==> config.mk <==
export PLATFORM = sky130hd
export DESIGN_NAME = multdiv_unit
export DESIGN_NICKNAME = d
export VERILOG_FILES = /design/src/rtl/multdiv_pkg.sv /design/src/rtl/div_restoring_step.sv /design/src/rtl/multdiv_unit.sv
export SDC_FILE = /design/constraint.sdc
export NUM_CORES = 1
export LEC_CHECK = 0
export ABC_CLOCK_PERIOD_IN_PS = 8740
export CAP_MARGIN = 25
export CORE_AREA = 2 2 147 206
export DETAILED_ROUTE_END_ITERATION = 8
export DIE_AREA = 0 0 149 208
export SLEW_MARGIN = 40
export SYNTH_ARGS = -nofsm -noshare
export SYNTH_HDL_FRONTEND = slang
export SYNTH_SLANG_ARGS = --single-unit
export TNS_END_PERCENT = 30
==> constraint.sdc <==
create_clock -name clock -period 8.74 [get_ports clock]
set_clock_uncertainty 0.15 [all_clocks]
set_input_delay 0.874 -clock clock [delete_from_list [all_inputs] [get_ports clock]]
set_output_delay 0.874 -clock clock [all_outputs]
set_load 0.01 [all_outputs]
==> src/rtl/multdiv_pkg.sv <==
// Shared definitions for the iterative multiply/divide unit: default sizes,
// FSM state codes and the exception-cause encoding seen by the status register.
package multdiv_pkg;

    localparam int DEF_WIDTH = 32;
    localparam int DEF_TAG_W = 5;

    localparam logic [DEF_WIDTH-1:0] INT_MIN = {1'b1, {(DEF_WIDTH-1){1'b0}}};

    typedef logic [1:0] state_t;
    localparam state_t ST_IDLE = 2'd0;
    localparam state_t ST_MUL  = 2'd1;
    localparam state_t ST_DIV  = 2'd2;
    localparam state_t ST_DONE = 2'd3;

    typedef enum logic [1:0] {
        EXC_NONE     = 2'd0,
        EXC_MUL_OVF  = 2'd1,
        EXC_DIV_ZERO = 2'd2,
        EXC_DIV_OVF  = 2'd3
    } exc_cause_t;

endpackage

==> src/rtl/div_restoring_step.sv <==
// One restoring-division step on unsigned magnitudes: trial-subtract the divisor
// from the shifted partial remainder and keep the difference when it does not borrow.
module div_restoring_step
    import multdiv_pkg::*;
#(
    parameter int WIDTH = DEF_WIDTH
) (
    input  logic [WIDTH:0]   partial_i,
    input  logic [WIDTH-1:0] divisor_i,
    output logic [WIDTH-1:0] rem_o,
    output logic             q_bit_o
);

    logic [WIDTH:0] diff;

    // The partial remainder is always below 2*divisor, so the top bit of the
    // difference is exactly the borrow.
    assign diff    = partial_i - {1'b0, divisor_i};
    assign q_bit_o = ~diff[WIDTH];
    assign rem_o   = q_bit_o ? diff[WIDTH-1:0] : partial_i[WIDTH-1:0];

endmodule

==> src/rtl/multdiv_unit.sv <==
// Iterative signed multiply/divide unit: one shift-add or restoring step per cycle
// on operand magnitudes, sign applied at the end, fixed WIDTH+1 cycle latency.
module multdiv_unit
    import multdiv_pkg::*;
#(
    parameter int WIDTH = DEF_WIDTH,
    parameter int TAG_W = DEF_TAG_W
) (
    input  logic             clock,
    input  logic             reset,
    input  logic             ctrl_MULT,
    input  logic             ctrl_DIV,
    input  logic [WIDTH-1:0] data_operandA,
    input  logic [WIDTH-1:0] data_operandB,
    input  logic [TAG_W-1:0] tag_in,
    output logic             busy,
    output logic             data_resultRDY,
    output logic [WIDTH-1:0] data_result,
    output logic             data_exception,
    output logic [TAG_W-1:0] tag_out
);

    localparam int CNT_W = $clog2(WIDTH) + 1;
    localparam logic [CNT_W-1:0] LAST_STEP = CNT_W'(WIDTH - 1);

    state_t             state_q, state_d;
    logic [CNT_W-1:0]   cnt_q, cnt_d;
    logic [2*WIDTH:0]   acc_q, acc_d;
    logic [WIDTH-1:0]   mag_b_q, mag_b_d;
    logic               neg_q, neg_d;
    logic               is_div_q, is_div_d;
    logic               zero_div_q, zero_div_d;
    logic [TAG_W-1:0]   tag_q, tag_d;
    logic               busy_q, busy_d;
    logic               rdy_q, rdy_d;
    logic [WIDTH-1:0]   res_q, res_d;
    logic               exc_q, exc_d;
    logic [TAG_W-1:0]   tag_out_q, tag_out_d;

    logic               start;
    logic [WIDTH-1:0]   mag_a_in, mag_b_in;
    logic [WIDTH:0]     mul_sum;
    logic [WIDTH-1:0]   div_rem;
    logic               div_q_bit;
    logic [2*WIDTH-1:0] prod_signed;
    logic [WIDTH-1:0]   quo_mag, quo_signed;
    logic [WIDTH-1:0]   fin_result;
    exc_cause_t         cause;

    assign start    = ctrl_MULT | ctrl_DIV;
    assign mag_a_in = data_operandA[WIDTH-1] ? -data_operandA : data_operandA;
    assign mag_b_in = data_operandB[WIDTH-1] ? -data_operandB : data_operandB;

    // Multiply keeps {carry+high, multiplier} in acc and shifts right each step;
    // divide keeps {remainder, dividend/quotient} and shifts left.
    assign mul_sum = acc_q[2*WIDTH:WIDTH] + (acc_q[0] ? {1'b0, mag_b_q} : '0);

    div_restoring_step #(.WIDTH(WIDTH)) u_div_step (
        .partial_i (  {acc_q[2*WIDTH-1:WIDTH], acc_q[WIDTH-1]}),
        .divisor_i (mag_b_q),
        .rem_o     (div_rem),
        .q_bit_o   (div_q_bit)
    );

    assign prod_signed = neg_q ? -acc_q[2*WIDTH-1:0] : acc_q[2*WIDTH-1:0];
    assign quo_mag     = acc_q[WIDTH-1:0];
    assign quo_signed  = neg_q ? -quo_mag : quo_mag;

    always_comb begin
        cause      = EXC_NONE;
        fin_result = '0;
        if (is_div_q) begin
            if (zero_div_q) begin
                cause = EXC_DIV_ZERO;
            end else if (!neg_q && quo_mag[WIDTH-1]) begin
                cause      = EXC_DIV_OVF;
                fin_result = quo_mag;
            end else begin
                fin_result = quo_signed;
            end
        end else begin
            fin_result = prod_signed[WIDTH-1:0];
            if (prod_signed[2*WIDTH-1:WIDTH] != {WIDTH{prod_signed[WIDTH-1]}}) begin
                cause = EXC_MUL_OVF;
            end
        end
    end

    always_comb begin
        // NOTE: every _d starts from its _q (rdy from 0) so no branch can leave a
        // signal unassigned and infer a latch.
        state_d    = state_q;
        cnt_d      = cnt_q;
        acc_d      = acc_q;
        mag_b_d    = mag_b_q;
        neg_d      = neg_q;
        is_div_d   = is_div_q;
        zero_div_d = zero_div_q;
        tag_d      = tag_q;
        busy_d     = busy_q;
        rdy_d      = 1'b0;
        res_d      = res_q;
        exc_d      = exc_q;
        tag_out_d  = tag_out_q;

        if (start) begin
            // A start in any state restarts; multiply wins over divide.
            state_d    = ctrl_MULT ? ST_MUL : ST_DIV;
            is_div_d   = ~ctrl_MULT;
            cnt_d      = '0;
            acc_d      = {{(WIDTH+1){1'b0}}, mag_a_in};
            mag_b_d    = mag_b_in;
            neg_d      = data_operandA[WIDTH-1] ^ data_operandB[WIDTH-1];
            zero_div_d = (data_operandB == '0);
            tag_d      = tag_in;
            busy_d     = 1'b1;
        end else begin
            case (state_q)
                ST_MUL, ST_DIV: begin
                    if (state_q == ST_MUL) begin
                        acc_d = {1'b0, mul_sum, acc_q[WIDTH-1:1]};
                    end else begin
                        acc_d = {1'b0, div_rem, acc_q[WIDTH-2:0], div_q_bit};
                    end
                    cnt_d = cnt_q + CNT_W'(1);
                    if (cnt_q == LAST_STEP) begin
                        state_d = ST_DONE;
                    end
                end
                ST_DONE: begin
                    state_d   = ST_IDLE;
                    busy_d    = 1'b0;
                    rdy_d     = 1'b1;
                    res_d     = fin_result;
                    exc_d     = (cause != EXC_NONE);
                    tag_out_d = tag_q;
                end
                default: ;
            endcase
        end
    end

    always_ff @(posedge clock or negedge reset) begin
        if (!reset) begin
            state_q    <= ST_IDLE;
            cnt_q      <= '0;
            acc_q      <= '0;
            mag_b_q    <= '0;
            neg_q      <= 1'b0;
            is_div_q   <= 1'b0;
            zero_div_q <= 1'b0;
            tag_q      <= '0;
            busy_q     <= 1'b0;
            rdy_q      <= 1'b0;
            res_q      <= '0;
            exc_q      <= 1'b0;
            tag_out_q  <= '0;
        end else begin
            state_q    <= state_d;
            cnt_q      <= cnt_d;
            acc_q      <= acc_d;
            mag_b_q    <= mag_b_d;
            neg_q      <= neg_d;
            is_div_q   <= is_div_d;
            zero_div_q <= zero_div_d;
            tag_q      <= tag_d;
            busy_q     <= busy_d;
            rdy_q      <= rdy_d;
            res_q      <= res_d;
            exc_q      <= exc_d;
            tag_out_q  <= tag_out_d;
        end
    end

    assign busy           = busy_q;
    assign data_resultRDY = rdy_q;
    assign data_result    = res_q;
    assign data_exception = exc_q;
    assign tag_out        = tag_out_q;

endmodule

; Word-level counts from Yosys, hierarchy flattened
; Cells that the tools add are included.
[totals]
wordCells = 67
out_inout_bits = 40
ff_bits = 153
[op_classes]
n_reduce_logical = 10
n_mux = 26
n_bitwise = 5
eq_ne = 6
n_addsub = 7
[ops]
columns = cell, count
row1 = two-way mux 32 bit, 8
row2 = two-way mux 65 bit, 2
row3 = two-way mux 64 bit, 2
row4 = negator 32 bit, 3
row5 = negator 64 bit, 1
row6 = adder 33 x 32 -> 33 bit, 1
row7 = subtractor 33 x 32 -> 33 bit, 1
row8 = logical NOT 32 bit, 1
row9 = inequality test 32 bit, 1
row10 = two-way mux 2 bit, 6
row11 = two-way mux 6 bit, 2
row12 = adder 6 x 1 -> 6 bit (second input constant), 1
row13 = equality test 6 x 5 -> 1 bit (second input constant), 1
row14 = nonzero test 2 bit, 3
row15 = two-way mux 1 bit, 5
row16 = equality test 2 bit (second input constant), 2
row17 = case mux 2 bit (2 select lines), 1
row18 = AND reduction 2 bit, 2
row19 = inequality test 3 bit (second input constant), 1
row20 = NOT 1 bit, 3
row21 = nonzero test 3 bit, 1
row22 = equality test 2 x 1 -> 1 bit (second input constant), 1
row23 = OR reduction 2 bit, 1
row24 = logical AND 1 bit, 1
row25 = other kinds (3), 3

; Longest topological paths before layout
[logic_depth]
word_depth = 6
mapped_depth = 17
depth_no_buf = 14

; Cells and area by module
; A second synthesis with hierarchy kept.
[unflattened]
hier_cells = 1670
hier_area_um2 = 13710.6
[by_module_without_submodules]
columns = mod, area_each_um2, instances, cells_per_inst, seq_area_each_um2
row1 = multdiv_unit, 11352.1, 1, 1365, 3803.6
row2 = div_restoring_step, 2358.5, 1, 305, 0.0

; Least setup slack after synthesis
; No wires, ideal clock.
[synth_timing]
path_kind = input to register
from = in data_operandB[8]
to = reg mag_b_q[29]
t_arrival_ns = 3.488
path_buffers = 0
t_required_ns = 8.461
slack_ns = 4.973
cell_stages = 9
path_cell_list = or4_4 -> or4_4 -> or3_4 -> or3_4 -> or4_4 -> nand2b_4 -> o21ai_2 -> xor2_1 -> o21ai_1
[synth_between]
elab_chain_cells = 2
[synth_lines]
columns = item, line_no
row1 = "start, declared", multdiv_unit.sv:14  ; input logic [WIDTH-1:0] data_operandB,
row2 = negator 32 bit, multdiv_unit.sv:52  ; assign mag_b_in = data_operandB[WIDTH-1] ? -data_operandB : data_operandB;
row3 = two-way mux 32 bit, multdiv_unit.sv:52
row4 = "end signal, assigned", multdiv_unit.sv:162  ; mag_b_q <= mag_b_d;
row5 = "end, declared", multdiv_unit.sv:29  ; logic [WIDTH-1:0] mag_b_q, mag_b_d;
; Every way passes these cells.
; A chain may end at the register's enable or synchronous reset.

; Worst setup path after layout
[layout_timing]
from = reg acc_q[31]
to = reg acc_q[33]
[layout_between]
elab_chain_cells = 5
[layout_lines]
columns = item, line_no
row1 = "start, declared", multdiv_unit.sv:28  ; logic [2*WIDTH:0] acc_q, acc_d;
row2 = "start signal, assigned", multdiv_unit.sv:147  ; acc_q <= '0;
row3 = "start signal, assigned", multdiv_unit.sv:161  ; acc_q <= acc_d;
row4 = subtractor 33 x 32 -> 33 bit, div_restoring_step.sv:18  ; assign diff = partial_i - {1'b0, divisor_i};
row5 = two-way mux 32 bit, div_restoring_step.sv:20  ; assign rem_o = q_bit_o ? diff[WIDTH-1:0] : partial_i[WIDTH-1:0];
row6 = two-way mux 64 bit, multdiv_unit.sv:120  ; if (state_q == ST_MUL) begin
row7 = two-way mux 65 bit, multdiv_unit.sv:118  ; case (state_q)
row8 = two-way mux 65 bit, multdiv_unit.sv:106  ; if (start) begin
; Every way passes these cells. The select of a mux whose other input is x is not followed.

==> impl_metrics.json <==
{
  "ctsHoldBuffers": 0,
  "viasPerCell": 5.90,
  "ys_seq_area_share_pct": 28.8,
  "slew_headroom_pct": 44.9,
  "start_util_pct": 45.4,
  "timing.fmax_ghz": 0.233,
  "drive_gt1_share_pct": 6.34,
  "cts_tree": "built",
  "worstSkewPairLatency_ns": 0.46,
  "switching_power_mw": 0.990,
  "setup_ws_ns": 4.45,
  "synth.area.top_cells": "dfrtp_1 29%, xor2_1 8.0%, ha_1 6.6%, o21ai_0 5.9%, nand2_1 4.9%",
  "synth-seq-cells": 152,
  "path_delay_family": "compound AO/OA/AOI/OAI gates",
  "dp_slack_ns": 4.35,
  "multi_input_area_sq_mm": 0.00885,
  "tightest_slew_ns": 0.827,
  "place.gp.congestion": 0.940,
  "synth_nets": 1769,
  "busiest_layer": "met2",
  "drcViolationCount": 0,
  "syn_area_sq_mm": 0.0132,
  "yosysMostFrequentCell": "nand2_1",
  "final_cells": 2069,
  "routedWlPerCell_um": 19.5,
  "core_area_sq_mm": 0.0291,
  "synth_edf_count": 0,
  "antenna_found_initial": 0,
  "die-area_sq_mm": 0.0310,
  "p_int_mw": 1.67,
  "cap_violations": 0,
  "period_needed_ns": 4.29,
  "peakVddDrop_uv": 135,
  "fin_crit_sh_pct": 49.1,
  "dpl.cell_count": 2037,
  "grt_pass1_wl_mm": 65.6,
  "nFillCells": 2871,
  "outcome": "completed",
  "use_met1_pct": 31.8,
  "dieWidth_um": 149,
  "htree_levels": 4,
  "die_y_um": 208,
  "drt-total-wl_mm": 40.3,
  "grt_pass1_vias": 12200,
  "p_clk_share_pct": 30.0,
  "antennaDiodeCount": 0,
  "ys_warn_count": 0,
  "cts_buffers": 17,
  "cts.clk_slew.worst_paths_ns": 0.07,
  "postRouteAntennaNets": 0,
  "vias": 12200,
  "synth_area_leader_cell": "dfrtp_1",
  "clock-sinks": 152,
  "io_buffers": 112,
  "drt-initial-drc-count": 811,
  "cts.repair.resized": 0,
  "synthesis.instances": 1624,
  "ys_types": 82,
  "use_met3_pct": 3.40,
  "synth_ff_type": "dfrtp_1",
  "post_cts_buffers": 0,
  "use_met2_pct": 46.2,
  "holdCritPathClass": "in -> async",
  "cp-end-kind": "flop",
  "cp_num_buf_inv": 3,
  "regArea_sq_mm": 0.00380,
  "hold_viol_final": 0,
  "synthArstFlopShare_pct": 100,
  "path_cells": "inv_1 > ha_1 > inv_1 > fa_1 > nand3_1 > a21oi_1 > o21ai_0 > nand3_1 > o21a_1 > nor3_1 > nand4b_1 > buf_4 > mux2_2 > o21ai_0 > o31ai_1",
  "critPathLaunchType": "flop",
  "slew_violations": 0,
  "firstDrtPassIters": 7,
  "hpwl_mm": 29.7,
  "rows": 74,
  "ioPinCount": 113,
  "setup-violations-final": 0,
  "areaGrowthSynthToFinish_pct": 15.3,
  "p_comb_share_pct": 35.2,
  "grt_overflow": 0,
  "p_sw_share_pct": 37.3,
  "synth_top_area_share_pct": 28.8,
  "rsz0062_at_grt": "false",
  "layout.nets": 1821,
  "critPathRequiredTime_ns": 8.90,
  "cts_root_buf": "clkbuf_16",
  "track_usage_pct": 26.6,
  "max_stage_delay_ns": 0.52,
  "syn_avg_cell_area_sq_um": 8.13,
  "seqPwrFrac_pct": 34.8,
  "cts-root-to-sink-buffers": 2,
  "cp.arrival_ns": 4.44,
  "synth_common_cells": "172 x nand2_1, 156 x o21ai_0, 152 x dfrtp_1",
  "critPathMaxFanout": 48,
  "grt_max_degree": 78,
  "cellPowerDensity_mw_per_mm2": 175,
  "setup.worst_path.class": "reg -> reg",
  "finalSetupTns_ns": 0,
  "slowest_stage": "buf_4",
  "p_leak_nw": 6.67,
  "total_power_mw": 2.66
}
-- worst paths after layout --
kind | start | endpoint | slack, ns | cells after the start
worst max-delay path | acc_q[31]$_DFFE_PN0P_ | acc_q[33]$_DFFE_PN0P_ | 4.45 | 15
worst min-delay path | reset | data_result[23]$_DFFE_PN0P_ | 0.23 | 1
worst max register to register | acc_q[31]$_DFFE_PN0P_ | acc_q[33]$_DFFE_PN0P_ | 4.45 | 15
worst min register to register | tag_q[0]$_DFFE_PN0N_ | tag_q[0]$_DFFE_PN0N_ | 0.32 | 2
max in group asynchronous | reset | neg_q$_DFFE_PN0N_ | 6.37 | 3
min in group clock | tag_q[0]$_DFFE_PN0N_ | tag_q[0]$_DFFE_PN0N_ | 0.32 | 2
-- routing by layer --
layer,up-vias,wire length [um]
li1,5990,-
met1,5895,16500
met2,256,20300
met3,73,1420
met4,0,2090
met5,-,0
-- logic make-up after synthesis --
group | count (synthesis) | share of synthesized area [%]
simple gates | 505 | 18.9
fa+ha+maj | 72 | 6.94
mux | 62 | 4.85
flops | 152 | 28.8
compound gates | 505 | 24.5
buf+inv | 153 | 4.38
xor+xnor | 175 | 11.6
-- layout by cell type, fill, tap and decap left out, drive strengths merged, types with 21 or more instances in the layout --
| cell type | instances |
|---|---|
| nand3 | 31 |
| a211oi | 38 |
| o21ai | 162 |
| nand2 | 172 |
| o41ai | 21 |
| or3 | 33 |
| nor2 | 122 |
| xor2 | 121 |
| a21oi | 113 |
| ha | 70 |
| clkdlybuf4s50 | 109 |
| o31ai | 37 |
| xnor2 | 54 |
| inv | 67 |
| dfrtp | 152 |
| nor3 | 29 |
| a21o | 26 |
| mux2i | 47 |
-- power groups by stage --
stage                     Clock (mW)  Combinational, mW  Sequential (mW)
after floorplan                    0              0.582            0.920
final                          0.797              0.935            0.926
after global placement             0              0.919            0.936
after global routing           0.837               1.03            0.941
after CTS                      0.812              0.937            0.926
after detailed placement           0              0.930            0.938
-- worst reg2reg max path, stage by stage, from the launching register on --
cell,delay [ns]
dfrtp_1,0.47
inv_1,0.13
ha_1,0.18
inv_1,0.06
fa_1,0.41
nand3_1,0.12
a21oi_1,0.13
o21ai_0,0.38
nand3_1,0.28
o21a_1,0.32
nor3_1,0.21
nand4b_1,0.14
buf_4,0.52
mux2_2,0.41
o21ai_0,0.14
o31ai_1,0.09
-- sequential cells by signal (all words and copies together), names as in the netlist --
name and count:
neg_q 1, state_q 2, data_resultRDY 1, is_div_q 1, cnt_q 6, data_exception 1, zero_div_q 1, data_result 32
mag_b_q 32, busy 1, tag_out 5, acc_q 64, tag_q 5
-- through the flow --
step / util [%] / hold WS (ns) / area, sq um
floorplan: - / 0.285 / 13200
global placement: 50.1 / 0.298 / 14600
detailed placement: 50.2 / 0.310 / 14600
CTS: 52.3 / 0.251 / 15200
global route: 52.3 / 0.265 / 15200
finish: 52.3 / 0.234 / 15200
-- cell type report --
class,instances,area share [%]
well taps,380,3.12
multi-input cells,1319,58.1
flip-flops and latches,152,25.0
clock buffers,18,2.89
repair buffers,126,8.19
clock inverters,14,1.18
inverters,60,1.48
Power figures use the tool's default switching activity.
